## config.mk

```make
export PLATFORM = sky130hd
export DESIGN_NAME = fu_issue_scheduler
export DESIGN_NICKNAME = d
export VERILOG_FILES = /design/src/rtl/fu_issue_scheduler.sv
export SDC_FILE = /design/constraint.sdc
export NUM_CORES = 1
export LEC_CHECK = 0
export ABC_AREA = 1
export CORE_MARGIN = 2
export CORE_UTILIZATION = 35
export DETAILED_ROUTE_END_ITERATION = 8
export HOLD_SLACK_MARGIN = 0.15
export PLACE_DENSITY_LB_ADDON = 0.08
export SYNTH_ARGS = -nofsm -noshare
export SYNTH_HDL_FRONTEND = slang
export SYNTH_SLANG_ARGS = --single-unit
```

## constraint.sdc

```tcl
create_clock -name clk_i -period 3.6 [get_ports clk_i]
set_input_delay 0.54 -clock clk_i [delete_from_list [all_inputs] [get_ports clk_i]]
set_output_delay 0.54 -clock clk_i [all_outputs]
set_load 0.02 [all_outputs]
```

## src/rtl/fu_issue_scheduler.sv

```systemverilog
// Functional-unit occupancy tracker: credit counters for pipelined FUs, busy timers for
// non-pipelined FUs, producing the per-FU ready mask plus sticky protocol-error flags.
module fu_issue_scheduler #(
  parameter int                      NUM_FU       = 4,
  parameter int                      LAT_W        = 4,
  parameter int                      MAX_CREDITS  = 4,
  parameter logic [NUM_FU-1:0]       FU_PIPE_MASK = 4'b0011,
  parameter logic [NUM_FU*LAT_W-1:0] FU_LAT       = {4'd8, 4'd3, 4'd1, 4'd1}
) (
  input  logic              clk_i,
  input  logic              reset_i,
  input  logic [NUM_FU-1:0] issue_v_i,
  input  logic [NUM_FU-1:0] fu_done_i,
  input  logic              flush_i,
  output logic [NUM_FU-1:0] fu_ready_o,
  output logic              idle_o,
  output logic [NUM_FU-1:0] err_o,
  output logic              multi_issue_err_o
);

  localparam int              CNT_W    = $clog2(MAX_CREDITS + 1);
  localparam logic [CNT_W-1:0] CNT_MAX  = CNT_W'(MAX_CREDITS);
  localparam logic [CNT_W-1:0] CNT_ZERO = CNT_W'(0);
  localparam logic [CNT_W-1:0] CNT_ONE  = CNT_W'(1);
  localparam logic [LAT_W-1:0] TMR_ZERO = LAT_W'(0);
  localparam logic [LAT_W-1:0] TMR_ONE  = LAT_W'(1);

  // True when more than one bit of the vector is set.
  function automatic logic multi_hot(input logic [NUM_FU-1:0] v);
    return |(v & (v - NUM_FU'(1)));
  endfunction

  logic [CNT_W-1:0]  cnt_r     [NUM_FU];
  logic [CNT_W-1:0]  cnt_nxt_s [NUM_FU];
  logic [LAT_W-1:0]  tmr_r     [NUM_FU];
  logic [LAT_W-1:0]  tmr_nxt_s [NUM_FU];
  logic [NUM_FU-1:0] err_r;
  logic [NUM_FU-1:0] err_nxt_s;
  logic              multi_err_r;
  logic              multi_err_nxt_s;
  logic [NUM_FU-1:0] ready_s;
  logic              idle_s;

  // Per-FU next-state: credit bookkeeping or busy countdown depending on FU mode.
  always_comb begin
    for (int j = 0; j < NUM_FU; j++) begin
      cnt_nxt_s[j] = cnt_r[j];
      tmr_nxt_s[j] = tmr_r[j];
      err_nxt_s[j] = err_r[j];
      if (FU_PIPE_MASK[j]) begin
        tmr_nxt_s[j] = TMR_ZERO;
        if (flush_i) begin
          cnt_nxt_s[j] = CNT_ZERO;
        end else begin
          case ({issue_v_i[j], fu_done_i[j]})
            2'b10: begin
              if (cnt_r[j] == CNT_MAX) begin
                err_nxt_s[j] = 1'b1;
              end else begin
                cnt_nxt_s[j] = cnt_r[j] + CNT_ONE;
              end
            end
            2'b01: begin
              if (cnt_r[j] == CNT_ZERO) begin
                err_nxt_s[j] = 1'b1;
              end else begin
                cnt_nxt_s[j] = cnt_r[j] - CNT_ONE;
              end
            end
            2'b11: begin
              // Issue into a full FU is still a protocol violation even if a credit returns.
              if (cnt_r[j] == CNT_MAX) begin
                err_nxt_s[j] = 1'b1;
              end else begin
                cnt_nxt_s[j] = cnt_r[j];
              end
            end
            default: begin
              cnt_nxt_s[j] = cnt_r[j];
            end
          endcase
        end
      end else begin
        cnt_nxt_s[j] = CNT_ZERO;
        if (issue_v_i[j] && !flush_i && (tmr_r[j] == TMR_ZERO)) begin
          tmr_nxt_s[j] = FU_LAT[j*LAT_W +: LAT_W];
        end else if (issue_v_i[j] && !flush_i) begin
          err_nxt_s[j] = 1'b1;
          tmr_nxt_s[j] = tmr_r[j] - TMR_ONE;
        end else if (tmr_r[j] != TMR_ZERO) begin
          tmr_nxt_s[j] = tmr_r[j] - TMR_ONE;
        end else begin
          tmr_nxt_s[j] = tmr_r[j];
        end
      end
    end
  end

  // Sticky flag for illegal multi-hot issue vectors.
  always_comb begin
    multi_err_nxt_s = multi_err_r;
    if (multi_hot(issue_v_i)) begin
      multi_err_nxt_s = 1'b1;
    end else begin
      multi_err_nxt_s = multi_err_r;
    end
  end

  // State registers with synchronous reset.
  always_ff @(posedge clk_i) begin
    if (reset_i) begin
      for (int j = 0; j < NUM_FU; j++) begin
        cnt_r[j] <= CNT_ZERO;
        tmr_r[j] <= TMR_ZERO;
      end
      err_r       <= '0;
      multi_err_r <= 1'b0;
    end else begin
      for (int j = 0; j < NUM_FU; j++) begin
        cnt_r[j] <= cnt_nxt_s[j];
        tmr_r[j] <= tmr_nxt_s[j];
      end
      err_r       <= err_nxt_s;
      multi_err_r <= multi_err_nxt_s;
    end
  end

  // Ready mask and idle detection from registered state only.
  always_comb begin
    ready_s = '0;
    idle_s  = 1'b1;
    for (int j = 0; j < NUM_FU; j++) begin
      if (FU_PIPE_MASK[j]) begin
        ready_s[j] = (cnt_r[j] < CNT_MAX);
      end else begin
        ready_s[j] = (tmr_r[j] == TMR_ZERO);
      end
      if ((cnt_r[j] != CNT_ZERO) || (tmr_r[j] != TMR_ZERO)) begin
        idle_s = 1'b0;
      end else begin
        idle_s = idle_s;
      end
    end
  end

  // Reset forces a quiet, blocked interface regardless of stored state.
  always_comb begin
    if (reset_i) begin
      fu_ready_o        = '0;
      idle_o            = 1'b1;
      err_o             = '0;
      multi_issue_err_o = 1'b0;
    end else begin
      fu_ready_o        = ready_s;
      idle_o            = idle_s;
      err_o             = err_r;
      multi_issue_err_o = multi_err_r;
    end
  end

endmodule
```

Word level (Yosys, flattened, before mapping):

Memory sizes are Yosys's and may differ from the RTL's.
Cells that the tools add are included.

* flip-flop bits (word level): 5
* memory bits (writable): 28
* input bits: 11
* word-level logic and storage cells: 109
* memories: 2

Memories
* tmr_r: depth 4, width 4, read ports 4, clocked after memory_dff 0, wr ports 4, line 35 `logic [LAT_W-1:0] tmr_r [NUM_FU];`
* cnt_r: depth 4, width 3, read ports 4, clocked after memory_dff 0, wr ports 4, line 33 `logic [CNT_W-1:0] cnt_r [NUM_FU];`

* add/sub/neg operators: 7
* $lt $le $gt $ge: 2
* eq/ne operators: 12
* muxes and demuxes: 39
* bitwise operators: 12
* reduce and logical (&&, ||, !) cells: 30

Operators by type and width (number)
* $mux W4: 12
* $mux W3: 10
* $reduce_bool A4 Y1: 4
* $mux W1: 13
* $pmux W3 S2: 2
* $reduce_bool A3 Y1: 4
* $sub A4 B1 Y4 const B: 3
* $eq A2 B2 Y1 const B: 4
* $logic_not A4 Y1: 2
* $or A1 B1 Y1: 8
* $reduce_and A4 Y1: 2
* $add A3 B1 Y3 const B: 2
* $eq A3 B3 Y1 const B: 2
* $logic_not A3 Y1: 2
* $lt A3 B3 Y1 const B: 2
* $sub A3 B1 Y3 const B: 2
* $and A4 B4 Y4: 1
* $eq A2 B1 Y1 const B: 2
* $logic_and A1 B1 Y1: 4
* $logic_or A1 B1 Y1: 4
* $ne A2 B1 Y1 const B: 2
* $ne A2 B2 Y1 const B: 2
* $pmux W1 S2: 2
* $reduce_and A2 Y1: 2
* 5 further kinds: 9

Depth between registers and ports, before layout:

An unclocked memory read counts as a cell.

* depth in word-level cells: 8
* mapped depth: 8

Worst setup path before layout:

No wires, ideal clock.

* path type: input-to-output
* from: in reset_i
* to: out err_o[0]
* arrival time: 1.152 ns
* required time: 3.060 ns
* slack: 1.908 ns
* stages on the path: 3
* path buffers: 2
* path through: buf_2 buf_2 nor2_1

* word-level cells in the longest chain between the ends: 1

Ends and longest elaborated chain
* start: declaration: line 11 `input logic reset_i,`
* $mux W4: line 148 `if (reset_i) begin`
* end: declaration: line 17 `output logic [NUM_FU-1:0] err_o,`

Every way passes these cells.

Final worst setup path:

* from: in reset_i
* to: out err_o[1]

Same word-level chain as after synthesis.

==> metrics.md <==
| Metric | Value |
|---|---|
| Outcome | completed |
| Max Transition Viols Final | 0 |
| First-pass GRT wire length | roughly 3900 um |
| Worst Hold Depth | 2 |
| Row cnt | 20 |
| Sw power | 0.280 mW |
| Chip width | 59.9 um |
| Synth unique cells | 27 |
| Starting Density | 36.5% |
| Worst EP required | 3.06 ns |
| Async S/R FF share, synth | 0% |
| Worst rel slew slack | between 70 and 80% |
| CP arrival | 2.15 ns |
| Clk root buf | clkbuf_4 |
| CTS Sinks | 19 |
| Clock power share | 16.0% |
| Synth cell count leaders | nand2_1 (23), dfxtp_1 (19), inv_1 (19), nor2_1 (17), nand3_1 (15) |
| Count leader, synth | nand2_1 |
| RD Place Congestion | 0.782 |
| Hold Slack | 0.462 ns |
| Final Setup Violations | 0 |
| Clock-pin slew on the worst setup and hold paths | 0.11 ns |
| Gate power share | 45.4% |
| Total routed wirelength | 2300 um |
| Via density | 4.80 |
| Largest net degree at the start of global routing | 12 |
| Net Count, Synth | roughly 170 |
| ANT cells | 0 |
| Post-synthesis sequential area ratio | a little over a third |
| Max_cap viols | 0 |
| Synth warnings | 0 |
| Number of port buffers | 18 |
| Synth Flop Type | dfxtp_1 |
| Area contributors post-synth | dfxtp_1 (35%), nand2_1 (7.9%), nand3_1 (6.9%) |
| Sw Share | roughly two fifths |
| Die Y | 59.9 um |
| VDD IR-drop max | 0.242 mV |
| Yosys top cell by area | dfxtp_1 |
| Worst-path fanout max | 11 |
| Die Area | 3590 um^2 |
| CP endpoint kind | output pin |
| Cell count after placement | 203 |
| H-tree lvl count | 1 |
| Maximum clock path buffer count | 2 |
| GRT Total Usage | 14.3% |
| Capturing point of the worst reg2reg path | cnt_r[0][2]$_SDFFE_PP0P_ |
| Post-DP HPWL | between 1500 and 2000 um |
| HP Start | err_r[3]$_SDFFE_PP0P_ |
| Area Overhead vs Synth | 22.5% |
| Internal | about 0.43 mW |
| Yosys top cell area share | 34.7% |
| CORE AREA | 3000 um^2 |
| Worst r2r src | cnt_r[0][0]$_SDFFE_PP0P_ |
| CTS resizes | 0 |
| Fin area | 1340 um^2 |
| Clock Skew | 0.00784 ns |
| Boundary Pins | 21 |
| Tot Pwr | approximately 0.71 mW |
| FILL cells | 325 |
| Post-Layout Cell Count | 207 |
| Crit path kind | in -> out |
| Total CTS buffers | 3 |
| Synthesized area | about 1100 um^2 |
| WL/cell | 11.1 um |
| Final ANT Viol Nets | 0 |
| Power per cell area | ~530 nW/um^2 |
| Gr ovfl total | 0 |
| Syn Inst Count | 153 |
| R2R depth | 6 |
| Post-route DRC | 0 |
| Number of flops mapped to enable cells by yosys | 0 |
| # nets final | 191 |
| Via count | 993 |
| Hold Path Sink | err_r[3]$_SDFFE_PP0P_ |
| Pleak | 0.601 nW |
| DR iter-0 viols | 32 |
| Reg power frac | 38.6% |
| Clock period minus final worst setup slack | approximately 2.7 ns |
| Syn avg cell area | just over 7 um^2 |
| R2R Setup Slk | around 2.3 ns |
| Setup TNS | 0 ns |
| Least-Margin Pin Slew | between 0.4 and 0.5 ns |
| Drt pass-1 iters | 4 |
| RSZ-0062 raised after global routing | no |
| Area after DPL | 1310 um^2 |
| CTS tree | yes |
| Clock Latency Late Sink | roughly 0.30 ns |
| Number of global-route vias before repair | 900 |
| Final hold vios | 0 |
| CP Launch Type | input pin |
| Worst min-delay path category | reg -> reg |
| Post-CTS setup buffer count | 0 |
| Fmax | around 370 MHz |
| Synth Register Bits | 19 |
| Tcrit/Tclk final | about three quarters |
| CTS Hold Buffers Added | 0 |
| Initial antenna violation count | 0 |
| Layout cell share with drive strength beyond 1 | roughly 16% |
## sequential cells by signal, summed over array words and instances, names as in the netlist
signal       flops
tmr_r            8
cnt_r            6
multi_err_r      1
err_r            4
## per-stage QoR
step | util (%) | setup slack, ns
2_1_floorplan | - | 1.91
3_3_place_gp | 43.8 | 0.917
3_5_place_dp | 43.8 | 0.906
4_1_cts | 44.7 | 0.888
5_1_grt | 44.7 | 0.799
6_report | 44.7 | 0.910
## worst max-delay path, cell delays in order
cell             delay, ns
clkdlybuf4s50_1       0.62
buf_4                 0.27
nor2_1                0.11
clkdlybuf4s50_1       0.61
## cell families after synthesis
logic type	after synthesis	synth area share [%]
compound gates	25	12.7
xor+xnor	3	2.40
fa+ha+maj	5	7.09
buf+inv	31	10.9
flops	19	34.7
simple gates	70	32.2
## power by group through the flow
stage / sequential (mW) / clock [mW] / combinational [mW]
CTS: 0.273 / 0.119 / 0.323
global route: 0.277 / 0.131 / 0.368
floorplan: 0.274 / 0 / 0.234
detailed placement: 0.278 / 0 / 0.320
global placement: 0.277 / 0 / 0.309
finish: 0.273 / 0.113 / 0.321
## per-layer routing
metal | GRT usage, % | part of all wire, % | up-vias
met4 | 2.86 | 0.92 | 0
met3 | 4.11 | 3.8 | 2
met5 | 0 | 0 | -
met2 | 22.2 | 44 | 15
met1 | 19.7 | 51 | 444
li1 | - | - | 532
## area by class of cell
cell class	instances	area (um^2)	share of cell area [%]
clock buffers	3	22.5	1.68
clock inverters	1	5.00	0.373
repair buffers	19	188	14.0
multi-input cells	103	596	44.4
inverters	29	109	8.12
flip-flops and latches	19	380	28.4
well taps	33	41.3	3.08
## worst max-delay path by stage
| stage | cells past startpoint | slack (ns) | startpoint | end |
|---|---|---|---|---|
| after global placement | 4 | 0.92 | reset_i | err_o[1] |
| after CTS | 4 | 0.89 | reset_i | err_o[1] |
| after floorplan | 3 | 1.91 | reset_i | err_o[0] |
| final | 4 | 0.91 | reset_i | err_o[1] |
| after global routing | 4 | 0.80 | reset_i | err_o[1] |
| after detailed placement | 4 | 0.91 | reset_i | err_o[1] |
## layout by cell type (no fill, tap or decap)
cell type        synthesis  routed
inv_2                   10      10
nand4_1                  2       2
ha_1                     3       3
nand2_4                  4       4
nor3b_2                  1       1
nor2_2                   1       1
nand3_1                 15      15
nor2_1                  17      17
o21ai_0                  6       6
o21ai_1                  1       1
xnor2_1                  2       2
inv_1                   19      19
nand2_1                 23      23
clkinv_2                 0       1
o22ai_1                  1       1
a31oi_1                  3       3
nand2_2                  3       3
a21oi_1                 11      11
o21bai_1                 1       1
a21oi_2                  1       1
nand3_2                  2       2
fa_1                     2       2
clkbuf_4                 0       3
nor3_1                   1       1
clkdlybuf4s50_1          0      18
dfxtp_1                 19      19
a21boi_0                 1       1
buf_4                    0       1
nand3b_1                 1       1
xor2_1                   1       1
No activity file was read; power rests on OpenSTA's default activity.
